[config.mk]
export PLATFORM = sky130hd
export DESIGN_NAME = onehot_scan_encoder
export DESIGN_NICKNAME = d
export VERILOG_FILES = /design/src/rtl/onehot_scan_encoder.sv
export SDC_FILE = /design/constraint.sdc
export NUM_CORES = 1
export LEC_CHECK = 0
export ABC_AREA = 1
export CORE_AREA = 2 2 49 51
export CTS_BUF_LIST = sky130_fd_sc_hd__clkbuf_4 sky130_fd_sc_hd__clkbuf_8 sky130_fd_sc_hd__clkbuf_16
export CTS_CLUSTER_SIZE = 10
export DETAILED_ROUTE_END_ITERATION = 7
export DIE_AREA = 0 0 51 53
export DONT_BUFFER_PORTS = 1
export PLACE_DENSITY = 0.55
export SLEW_MARGIN = 15
export SYNTH_ARGS = -nofsm -noshare
export SYNTH_HDL_FRONTEND = slang
export SYNTH_SLANG_ARGS = --single-unit
[constraint.sdc]
create_clock -name clk -period 1.58 [get_ports clk]
set_clock_uncertainty 0.1 [all_clocks]
set_input_delay 0.316 -clock clk [delete_from_list [all_inputs] [get_ports clk]]
set_output_delay 0.316 -clock clk [all_outputs]
set_load 0.1 [all_outputs]
[src/rtl/onehot_scan_encoder.sv]
// Registered request-vector encoder: accepts an N-bit vector and streams the
// binary index of every set bit, one per valid/ready beat, in a fixed order.
module onehot_scan_encoder #(
  parameter int N         = 10,
  parameter int LSB_FIRST = 1,
  localparam int W        = $clog2(N)
) (
  input  logic         clk,
  input  logic         rst,
  input  logic         in_valid,
  output logic         in_ready,
  input  logic [N-1:0] in_vec,
  output logic         out_valid,
  input  logic         out_ready,
  output logic [W-1:0] out_idx,
  output logic         out_last,
  output logic         out_multi,
  output logic         out_none
);

  typedef enum logic {IDLE, SCAN} state_t;

  state_t         state_reg;
  logic [N-1:0]   mask_reg;
  logic           multi_reg;
  logic           none_reg;
  logic [W-1:0]   pick;
  logic           single;

  // Later assignments win, so the scan runs toward the bit that must be emitted first.
  always_comb begin
    pick = '0;
    if (LSB_FIRST != 0) begin
      for (int i = N - 1; i >= 0; i--) begin
        if (mask_reg[i]) pick = W'(i);
      end
    end else begin
      for (int i = 0; i < N; i++) begin
        if (mask_reg[i]) pick = W'(i);
      end
    end
  end

  assign single    = (mask_reg != '0) && ((mask_reg & (mask_reg - N'(1))) == '0);
  assign in_ready  = (state_reg == IDLE);
  assign out_valid = (state_reg == SCAN);
  assign out_idx   = pick;
  assign out_last  = out_valid & (single | none_reg);
  assign out_multi = multi_reg;
  assign out_none  = none_reg;

  always_ff @(posedge clk) begin
    if (rst) begin
      state_reg <= IDLE;
      mask_reg  <= '0;
      multi_reg <= 1'b0;
      none_reg  <= 1'b0;
    end else begin
      case (state_reg)
        IDLE: begin
          if (in_valid) begin
            mask_reg  <= in_vec;
            multi_reg <= ((in_vec & (in_vec - N'(1))) != '0);
            none_reg  <= (in_vec == '0);
            state_reg <= SCAN;
          end
        end
        SCAN: begin
          if (out_ready) begin
            mask_reg <= mask_reg & ~(N'(1) << pick);
            if (out_last) begin
              state_reg <= IDLE;
              multi_reg <= 1'b0;
              none_reg  <= 1'b0;
            end
          end
        end
        default: state_reg <= IDLE;
      endcase
    end
  end

endmodule

==> reports/qor_table.md, run 1 <==
| Group | Parameter | This run |
|:---|:---|:---|
| run status | Status | complete, but fails checks |
| run status | Violations in the final reports | setup timing |
| logic synthesis | Part of the Yosys area used for sequential elements | 27.6% |
| final layout | Max reg flops | 10 |
| power and ir drop | Power per cell area | 1050 nW/um2 |
| logic synthesis | Cell taking the most area after synthesis | dfxtp_1 |
| logic synthesis | Cell area after synthesis | 942 um2 |
| routing | Final routed wire length divided by cell count | 13.5 um |
| die | Cell row count | 17 |
| final layout | FF+latch area | 283 um2 |
| critical path | Flop-to-flop setup slack | -0.25 ns |
| logic synthesis | Flop and latch count out of synthesis | 13 |
| critical path | Type of origin of the critical path | flop |
| logic synthesis | Gate count after technology mapping | 142 |
| clock tree | Reg clk slew, reported paths | 0.09 ns |
| die | Total Die Area | 2700 um2 |
| critical path | Worst r2r src | mask_reg[1] |
| global route | Antenna violations before repair | 0 |
| routing | First-pass DRT Iterations | 4 |
| min path | Worst Hold Path Cells | 2 |
| routing | Number of vias per cell after detailed routing | 5.30 |
| global route | Number of global-route vias before repair | 1,021 |
| critical path | End of the worst register-to-register path | out_none |
| routing | Vias after detailed routing | 1,112 |
| min path | End point of the worst hold path | mask_reg[2] |
| placement | # port buffers | 0 |
| critical path | Req. time, crit path | 1.16 ns |
| power and ir drop | Leakage power total | 0.000687 uW |
| routing | Number of nets with antenna violations after detailed routing | 0 |
| logic synthesis | Most instantiated flip-flop cell in the synthesis netlist | dfxtp_1 |
| timing | Tightest Pin Transition | 0.345 ns |
| timing | Max-slew violation total from the final report | 0 |
| timing | Final critical-path required period | 2.08 ns |
| die | Die height | 53 um |
| clock tree | CTS sink cnt | 13 |
| job | Number of maximum-capacitance violations | 0 |
| timing | Final worst-path setup slack | -0.501 ns |
| placement | Setup slack after placement | -0.226 ns |
| placement | Placement-stage cell area | 1340 um2 |
| timing | Number of setup violations in the final report | 8 |
| routing | DRC Markers | 0 |
| die | # IOs | 23 |
| critical path | Type of element capturing the critical path | primary output |
| global route | First-pass GRT wire length | 4550 um |
| global route | Pin count of the biggest net entering global routing | 13 |
| placement | Hpwl dp | 2050 um |
| clock tree | CTS max path bufs | 2 |
| final layout | Area used by multi-input combinational logic | 699 um2 |
| timing | Tightest slew margin relative to the limit | 76.7% |
| critical path | Maximum net fanout on the critical path | 4 |
| final layout | Ant diodes | 0 |
| routing | Sum of met2 wire segment lengths after detailed routing | 1400 um |
| min path | Worst Min Path Start | in_vec[2] |
| placement | Weighted congestion at the end of routability-driven global placement | 0.802 |
| timing | Share of the clock period used by the worst path | 132% |
| timing | Maximum clock frequency | 0.481 GHz |
| routing | Routed length on met1 | 1260 um |
| logic synthesis | Proportion of register bits with asynchronous set or reset after synthesis | 0% |
| timing | Final Hold Viols | 0 |
| final layout | Share of post-route cells with drive strength above 1 | 47.8% |
| die | Floorplan core area | 2150 um2 |
| final layout | Fill count | 190 |
| clock tree | Root Buffer | clkbuf_4 |
| clock tree | TritonCTS clock tree | built |
| power and ir drop | VDD IR-drop max | 0.680 mV |
| critical path | Worst Reg2Reg Path Length in Cells | 14 |
| routing | Total detailed-routing wirelength | 2830 um |
| routing | Iter 0 DRT Violations | 23 |
| routing | WL met3 | 123 um |
| clock tree | H-tree level count | 1 |
| timing | RSZ-0062 raised after global routing | true |
| critical path | Type of the worst setup path | flop to primary output |
| final layout | Number of nets in the layout | 197 |
| final layout | Area growth from synthesis to final layout | 59.9% |
| timing | Setup TNS Final | -2.29 ns |
| clock tree | Inserted Clock Buffers | 3 |
| final layout | Area of all placed cells without fillers | 1510 um2 |
| timing | Post-route worst hold slack | 0.161 ns |
| logic synthesis | Number of synthesized flops with an enable pin | 0 |
| logic synthesis | Area share of the largest cell type after synthesis | 27.6% |
| logic synthesis | Net count of the mapped netlist | 156 |
| die | Initial core utilization | 43.9% |
| global route | Total congestion overflow | 0 |
| clock tree | Clock latency on the worst-skew pair | 0.28 ns |
| logic synthesis | Syn_area_per_cell | 6.63 um2 |
| min path | Hold/Removal Path Class | input pin to flop |
| power and ir drop | Power after layout | 1580 uW |
| routing | Highest signal layer in the routed design | met4 |
| logic synthesis | Number of warning messages in the yosys log | 0 |
| global route | GRT Util Overall | 22.7% |
| logic synthesis | Distinct cells, synth | 29 |
| critical path | Arrival @ worst endpoint | 1.66 ns |
| logic synthesis | Largest cells by area after synthesis | dfxtp_1 (28%), o21ai_0 (11%), a21oi_1 (8.0%), nand2_1 (7.6%), nor2_1 (6.8%) |
| die | Chip Width | 51 um |
[layout by cell type (no fill, tap or decap), types with 2 or more instances in the layout]
cell type,count
dfxtp_2,6
dfxtp_4,4
nor2_2,2
buf_4,30
nor2_4,4
buf_12,5
nand2_2,4
nand3_1,8
nand2_1,17
clkbuf_4,4
o21ai_0,19
nand4_1,2
o21ai_2,3
inv_1,12
maj3_1,2
o221a_2,2
nor2_1,15
nand3_2,2
dfxtp_1,3
buf_6,4
a21oi_1,10
a21oi_4,4
nand2_4,4
[kinds of logic after synthesis]
logic type / after synthesis / share of synthesized area, %
buffers and inverters: 20 / 8.36
AOI/OAI and AO/OA: 44 / 27.0
adders and majority gates: 2 / 2.12
DFF: 13 / 27.6
and+or+nand+nor: 63 / 34.9
[repair_timing]
item,4_1_cts,5_1_grt
resized for setup,11,13
endpoints found under the setup margin,6,8
buffers inserted,4,3
hold buffers,1,0
hold endpoints to repair,2,0
pin swaps,12,2
[where the power goes]
part           total, uW  switching [uW]  internal (uW)
Clock                230             115            115
Combinational        931             555            377
Sequential           419            52.7            366
Total               1580             722            858
[worst max-delay path, stage by stage, from the launching register on]
cell     delay, ns
dfxtp_4       0.37
nor2_4        0.17
nand2_4       0.11
nand2_2       0.09
nand3_1       0.09
nor2_2        0.11
nand3_2       0.10
a21oi_4       0.16
buf_12        0.19
[area by class of cell]
| cell class | count | share of cell area, % |
|---|---|---|
| clock buffer | 4 | 1.99 |
| inverter | 16 | 5.23 |
| multi-input combinational | 109 | 46.4 |
| sequential | 13 | 18.8 |
| tap | 28 | 2.33 |
| timing repair buffer | 40 | 25.2 |
[routing by layer]
metal / vias to the layer above / GRT usage [%]
li1: 566 / -
met1: 510 / 28.3
met2: 30 / 39.4
met3: 6 / 2.54
met4: 0 / 9.46
met5: - / 0
[metrics by stage]
| step | utilization, % | std cells |
|---|---|---|
| global route | 70.1 | 210 |
| global placement | 62.1 | 198 |
| detailed placement | 62.1 | 198 |
| finish | 70.1 | 210 |
| floorplan | - | 142 |
| CTS | 66.9 | 207 |
[worst max path at each step]
stage           startpoint        to  slack [ns]  depth (start not counted)
2_1_floorplan  mask_reg[3]  out_last       -0.39                          7
3_3_place_gp   mask_reg[0]  out_last       -0.18                          8
3_5_place_dp   mask_reg[0]  out_last       -0.23                          8
4_1_cts        mask_reg[7]  out_last       -0.46                          8
5_1_grt        mask_reg[7]  out_last       -0.59                          8
6_report       mask_reg[1]  out_last       -0.50                          8
[cells in the mapped netlist, drive strengths merged, types with 2 or more instances]
cell type / n
inv: 16
nor2: 22
nand2: 25
a21oi: 15
o221a: 2
o21ai: 22
buf: 3
nand3: 10
dfxtp: 13
maj3: 2
nand4: 2
Power figures use the tool's default switching activity.
==> run 2: changes to the inputs <==
--- a/config.mk
+++ b/config.mk
@@ -6,13 +6,14 @@
 export NUM_CORES = 1
 export LEC_CHECK = 0
 export ABC_AREA = 1
-export CORE_AREA = 2 2 49 51
+export CAP_MARGIN = 20
+export CORE_AREA = 3 3 43 61
 export CTS_BUF_LIST = sky130_fd_sc_hd__clkbuf_4 sky130_fd_sc_hd__clkbuf_8 sky130_fd_sc_hd__clkbuf_16
 export CTS_CLUSTER_SIZE = 10
 export DETAILED_ROUTE_END_ITERATION = 7
-export DIE_AREA = 0 0 51 53
+export DIE_AREA = 0 0 46 64
 export DONT_BUFFER_PORTS = 1
-export PLACE_DENSITY = 0.55
+export PLACE_DENSITY = 0.54
 export SLEW_MARGIN = 15
 export SYNTH_ARGS = -nofsm -noshare
 export SYNTH_HDL_FRONTEND = slang
==> run 2 against run 1 <==
Against the previous run: the flow still finishes with violations (setup timing); global-route usage fell by 3.8 points; via count grew 2.2%; wire length is 3.7% lower; final cell count decreased by 0.48%; worst hold slack worse by 0.025 ns; non-clock buffer count increased by 5; clock power is 2% lower; combinational power rose by 4.3%; largest power group unchanged; core utilization rose by 1.9 points; setup slack improved by 0.00088 ns.
==> reports/qor_table.md, run 2 (synthesis results as in run 1) <==
| Group | Parameter | This run | Change |
|:---|:---|:---|:---|
| run status | Status | complete, but fails checks |  |
| run status | Violations in the final reports | setup timing |  |
| placement | Weighted congestion at the end of routability-driven global placement | 0.835 | +4.1% |
| power and ir drop | Power per cell area | 1040 nW/um2 | -0.81% |
| global route | Total congestion overflow | 0 | unchanged |
| critical path | Family of cells with the greatest summed delay on the critical path | simple AND/OR/NAND/NOR gates |  |
| die | Chip Width | 46 um | -9.8% |
| die | Cell row count | 20 | +3 |
| final layout | Area growth from synthesis to final layout | 64.5% |  |
| timing | Max-slew violation total from the final report | 0 | unchanged |
| final layout | Most common cell after layout, fill and taps aside | buf_4 |  |
| critical path | Type of origin of the critical path | flop |  |
| timing | Final worst-path setup slack | -0.500 ns | +0.000879 ns |
| critical path | Arrival @ worst endpoint | 1.66 ns | about the same |
| job | Number of maximum-capacitance violations | 0 | unchanged |
| power and ir drop | Leakage power total | 0.000712 uW | +3.6% |
| critical path | Req. time, crit path | 1.16 ns | about the same |
| critical path | Type of element capturing the critical path | primary output |  |
| final layout | Number of nets in the layout | 202 | +2.5% |
| clock tree | H-tree level count | 1 | unchanged |
| routing | First-pass DRT Iterations | 4 | unchanged |
| timing | Final critical-path required period | 2.08 ns | -0.000879 ns |
| global route | Pin count of the biggest net entering global routing | 13 | unchanged |
| final layout | Top library cells by usage in the layout, fill and taps aside | buf_4 (32), o21ai_0 (19), nand2_1 (17), nor2_1 (15), inv_1 (13) |  |
| routing | Number of nets with antenna violations after detailed routing | 0 | unchanged |
| clock tree | Clock latency on the worst-skew pair | 0.28 ns | about the same |
| timing | Maximum clock frequency | 0.481 GHz | about the same |
| die | Floorplan core area | 2150 um2 | +0.17% |
| timing | Final Hold Viols | 0 | unchanged |
| global route | First-pass GRT wire length | 4340 um | -4.6% |
| critical path | Type of the worst setup path | flop to primary output |  |
| global route | GRT Util Overall | 18.8% | -3.8 points |
| clock tree | CTS max path bufs | 2 | unchanged |
| critical path | Maximum net fanout on the critical path | 4 | unchanged |
| critical path | Ordered cell list for the critical path | nor2_4 > nor2_1 > nor2_1 > nand3_1 > nor2_2 > nand3_2 > a21oi_4 > buf_12 |  |
| final layout | Max reg flops | 10 | unchanged |
| clock tree | TritonCTS clock tree | built |  |
| routing | Vias after detailed routing | 1,136 | +2.2% |
| final layout | Share of post-route cells with drive strength above 1 | 49.7% | +1.9 points |
| placement | # port buffers | 0 | unchanged |
| timing | Setup TNS Final | -2.68 ns | -0.390 ns |
| critical path | Critical path buffer and inverter count | 1 | unchanged |
| die | Total Die Area | 2940 um2 | +8.9% |
| die | # IOs | 23 | unchanged |
| critical path | Highest-delay cell along the critical path | dfxtp_4 |  |
| clock tree | Inserted Clock Buffers | 3 | unchanged |
| die | Initial core utilization | 43.8% | -0.077 points |
| timing | Number of setup violations in the final report | 9 | +1 |
| timing | Tightest Pin Transition | 0.319 ns | -0.0257 ns |
| power and ir drop | Power after layout | 1610 uW | +2.1% |
| power and ir drop | VDD IR-drop max | 0.725 mV | +6.7% |
| placement | Hpwl dp | 2020 um | -1.5% |
| global route | Number of global-route vias before repair | 1,095 | +7.2% |
| routing | Total detailed-routing wirelength | 2720 um | -3.7% |
| global route | Antenna violations before repair | 0 | unchanged |
| min path | Hold/Removal Path Class | input pin to flop |  |
| routing | Iter 0 DRT Violations | 26 | +13% |
| timing | RSZ-0062 raised after global routing | true |  |
| timing | Tightest slew margin relative to the limit | 78.7% | +2.0 points |
| final layout | Ant diodes | 0 | unchanged |
| critical path | Crit path largest cell delay | 0.36 ns | about the same |
| clock tree | CTS sink cnt | 13 | unchanged |
| routing | Number of vias per cell after detailed routing | 5.44 | +2.6% |
| routing | Final routed wire length divided by cell count | 13.0 um | -3.3% |
| die | Die height | 64 um | +21% |
| routing | DRC Markers | 0 | unchanged |
| critical path | Most common cell on crit path | nor2_1 |  |
| clock tree | Root Buffer | clkbuf_4 |  |
| clock tree | Reg clk slew, reported paths | 0.08 ns | about the same |
| timing | Share of the clock period used by the worst path | 132% | about the same |
==> run 2: cell types whose count changed in the layout (fill, tap and decap cells not counted), sizes merged <==
cell and delta:
buf +5, clkinvlp -1, inv +1
==> run 2: where the power goes <==
part,internal (uW),switching (uW)
registers,367,50.3
logic,417,554
clock network,115,110
==> run 2: worst register-to-register path, delay by kind of cell (launching register included) <==
kind                   cells  cell delay (ns)
flip-flops                 1             0.36
buffers and inverters      4             0.45
AND/OR/NAND/NOR           12             0.99
==> run 2: stage by stage <==
stage               instances  setup slack [ns]  hold WS (ns)  cell area, um2  util, %
detailed placement        195            -0.190         0.281            1350     62.7
finish                    209            -0.500         0.136            1550     72.0
floorplan                 142            -0.395         0.275            1030        -
global placement          195            -0.184         0.278            1350     62.7
CTS                       203            -0.463         0.144            1440     66.9
global route              209            -0.619         0.170            1550     72.0
==> run 2: metal layers <==
metal	global-route usage, %	vias up	part of all wire, %
met2	32.9	22	54
met3	2.54	5	3.6
li1	-	574	-
met1	22.7	535	41
met5	0	-	0
met4	5.34	0	1.2
==> run 2: area by class of cell <==
type | count | area [um2]
flip-flops and latches | 13 | 287
fillers | 190 | 602
well taps | 22 | 27.5
repair buffers | 45 | 429
inverters | 16 | 75.1
multi-input cells | 109 | 702
clock buffers | 4 | 30.0
==> run 2: final timing paths <==
check	from	endpoint	slack [ns]	cells after the start
setup / recovery	mask_reg[3]	out_last	-0.50	8
hold / removal	in_vec[0]	mask_reg[0]	0.14	2
setup reg to reg	mask_reg[3]	out_none	-0.43	16
hold reg to reg	out_valid	mask_reg[1]	0.48	2
==> run 2: repair_timing <==
action	4_1_cts	5_1_grt
hold endpoints to repair	2	0
resized for setup	10	21
pin swaps	7	7
buffers inserted	4	9
setup endpoints to repair	8	8
hold buffers	1	0
==> run 3: changes to the inputs <==
--- a/config.mk
+++ b/config.mk
@@ -18,3 +18,4 @@
 export SYNTH_ARGS = -nofsm -noshare
 export SYNTH_HDL_FRONTEND = slang
 export SYNTH_SLANG_ARGS = --single-unit
+export TNS_END_PERCENT = 30
==> run 3 against run 2 <==
Against the previous run: the flow still finishes with violations (setup timing); clock power barely moved; wire length shrank 7.2%; final cell count fell by 3.3%; setup slack better by 0.056 ns; final area is 6.0% lower; first-iteration DRC count is 31% lower; clock-buffer cell count is the same; via count is 3.1% lower; core utilization fell by 4.3 points; combinational power is 9.6% lower; fmax grew 2.8%; worst hold slack improved by 0.0015 ns; critical path type unchanged; largest cell class unchanged; highest routed layer unchanged.
==> reports/qor_table.md, run 3 (synthesis results as in run 1) <==
| Group | Parameter | This run | Change |
|:---|:---|:---|:---|
| run status | Violations in the final reports | setup timing |  |
| clock tree | Reg clk slew, reported paths | 0.08 ns | about the same |
| power and ir drop | VDD IR-drop max | 0.723 mV | -0.27% |
| critical path | Type of the worst setup path | flop to primary output |  |
| routing | Final routed wire length divided by cell count | 12.5 um | -4.0% |
| timing | Tightest slew margin relative to the limit | 78.7% | about the same |
| min path | Hold/Removal Path Class | input pin to flop |  |
| die | Total Die Area | 2940 um2 | unchanged |
| final layout | Number of nets in the layout | 195 | -3.5% |
| clock tree | Clock latency on the worst-skew pair | 0.27 ns | about the same |
| clock tree | Root Buffer | clkbuf_4 |  |
| critical path | Highest-delay cell along the critical path | dfxtp_2 |  |
| critical path | Maximum net fanout on the critical path | 4 | unchanged |
| power and ir drop | Seq pwr share | 27.4% | +1.5 points |
| die | # IOs | 23 | unchanged |
| clock tree | TritonCTS clock tree | built |  |
| routing | First-pass DRT Iterations | 4 | unchanged |
| die | Cell row count | 20 | unchanged |
| timing | Setup TNS Final | -1.49 ns | +1.20 ns |
| clock tree | H-tree level count | 1 | unchanged |
| routing | Iter 0 DRT Violations | 18 | -31% |
| routing | Vias after detailed routing | 1,101 | -3.1% |
| power and ir drop | Combinational Power Share | 57.8% | -2.4 points |
| global route | Antenna violations before repair | 0 | unchanged |
| final layout | Top library cells by usage in the layout, fill and taps aside | buf_4 (29), o21ai_0 (19), nand2_1 (17), nor2_1 (15), inv_1 (13) |  |
| critical path | Type of origin of the critical path | flop |  |
| critical path | Type of element capturing the critical path | primary output |  |
| global route | GRT Util Overall | 18.8% | -0.054 points |
| final layout | Area growth from synthesis to final layout | 54.7% |  |
| power and ir drop | Leakage power total | 0.000670 uW | -5.9% |
| clock tree | Inserted Clock Buffers | 3 | unchanged |
| placement | Weighted congestion at the end of routability-driven global placement | 0.835 | unchanged |
| final layout | Share of post-route cells with drive strength above 1 | 46.7% | -3.1 points |
| die | Die height | 64 um | unchanged |
| die | Floorplan core area | 2150 um2 | unchanged |
| timing | RSZ-0062 raised after global routing | true |  |
| timing | Share of the clock period used by the worst path | 128% | -3.5 points |
| placement | Hpwl dp | 2020 um | unchanged |
| timing | Final Hold Viols | 0 | unchanged |
| routing | Number of nets with antenna violations after detailed routing | 0 | unchanged |
| timing | Number of setup violations in the final report | 8 | -1 |
| timing | Final critical-path required period | 2.02 ns | -0.0560 ns |
| power and ir drop | Fraction of power spent switching nets | 45.0% | +0.69 points |
| clock tree | CTS sink cnt | 13 | unchanged |
| final layout | Ant diodes | 0 | unchanged |
| power and ir drop | Power per cell area | 1040 nW/um2 | +0.19% |
| power and ir drop | Power spent charging and discharging nets | 683 uW | -4.3% |
| final layout | Most common cell after layout, fill and taps aside | buf_4 |  |
| die | Chip Width | 46 um | unchanged |
| routing | Number of vias per cell after detailed routing | 5.45 | +0.28% |
| timing | Tightest Pin Transition | 0.316 ns | -0.00330 ns |
| routing | DRC Markers | 0 | unchanged |
| critical path | Arrival @ worst endpoint | 1.61 ns | -0.05 ns |
| power and ir drop | Share of power burned in the clock network | 14.8% | +0.8 points |
| die | Initial core utilization | 43.8% | unchanged |
| global route | Pin count of the biggest net entering global routing | 13 | unchanged |
| timing | Max-slew violation total from the final report | 0 | unchanged |
| critical path | Family of cells with the greatest summed delay on the critical path | simple AND/OR/NAND/NOR gates |  |
| run status | Status | complete, but fails checks |  |
| critical path | Ordered cell list for the critical path | nor2_4 > nand2_4 > nor2_8 > nand2_2 > o21ai_2 > nand3_2 > a21oi_4 > buf_12 |  |
| power and ir drop | Internal | 836 uW | -7.0% |
| critical path | Crit path largest cell delay | 0.35 ns | about the same |
| final layout | Max reg flops | 10 | unchanged |
| clock tree | CTS max path bufs | 2 | unchanged |
| critical path | Req. time, crit path | 1.16 ns | about the same |
| global route | Total congestion overflow | 0 | unchanged |
| final layout | Final core occ | 67.7% | -4.3 points |
| timing | Final worst-path setup slack | -0.444 ns | +0.0560 ns |
| global route | First-pass GRT wire length | 4330 um | -0.32% |
| job | Number of maximum-capacitance violations | 0 | unchanged |
| placement | # port buffers | 0 | unchanged |
| global route | Number of global-route vias before repair | 1,093 | -0.18% |
| timing | Maximum clock frequency | 0.494 GHz | +2.8% |
| routing | Total detailed-routing wirelength | 2530 um | -7.2% |
| critical path | Critical path buffer and inverter count | 1 | unchanged |
-- run 3: changes by cell type in the layout (fill, tap and decap cells not counted), sizes merged --
cell  delta
buf      -7
-- run 3: repair_timing --
| action | 4_1_cts | 5_1_grt |
|---|---|---|
| setup endpoints to repair | 8 | 8 |
| hold endpoints to repair | 2 | 0 |
| hold buffers | 1 | 0 |
| buffers inserted | 0 | 3 |
| gates resized for setup | 9 | 10 |
| pin swaps | 7 | 4 |
-- run 3: metal layers --
layer / GRT usage, % / wire, um
met1: 22.7 / 1090
met2: 32.8 / 1330
met3: 2.54 / 83
met4: 5.34 / 31
met5: 0 / 0
-- run 3: final timing paths --
| path | startpoint | to | slack [ns] | cells after the start |
|---|---|---|---|---|
| worst max register to register | mask_reg[1] | out_none | -0.08 | 13 |
| worst min register to register | out_valid | mask_reg[1] | 0.47 | 2 |
| worst min-delay path | in_vec[0] | mask_reg[0] | 0.14 | 2 |
| worst max-delay path | mask_reg[1] | out_last | -0.44 | 8 |
-- run 3: cell type report --
cell class	instances	area [um2]
flip-flops and latches	13	282
multi-input cells	109	684
clock buffers	4	30.0
fillers	205	694
well taps	22	27.5
inverters	16	72.6
repair buffers	38	362
-- run 3: power by group through the flow --
stage          clock network, uW  registers [uW]  logic (uW)
6_report                     225             417         878
5_1_grt                      240             423         935
4_1_cts                      233             416         854
3_5_place_dp                   0             420         836
3_3_place_gp                   0             418         831
2_1_floorplan                  0             466         507
-- run 3: metrics by stage --
stage               total power (uW)  area [um2]  hold slack [ns]  worst slack, ns  std cells
global route                    1600        1460            0.169           -0.565        202
finish                          1520        1460            0.138           -0.444        202
detailed placement              1260        1350            0.281           -0.190        195
global placement                1250        1350            0.278           -0.184        195
CTS                             1500        1420            0.144           -0.463        200
floorplan                        973        1030            0.275           -0.395        142
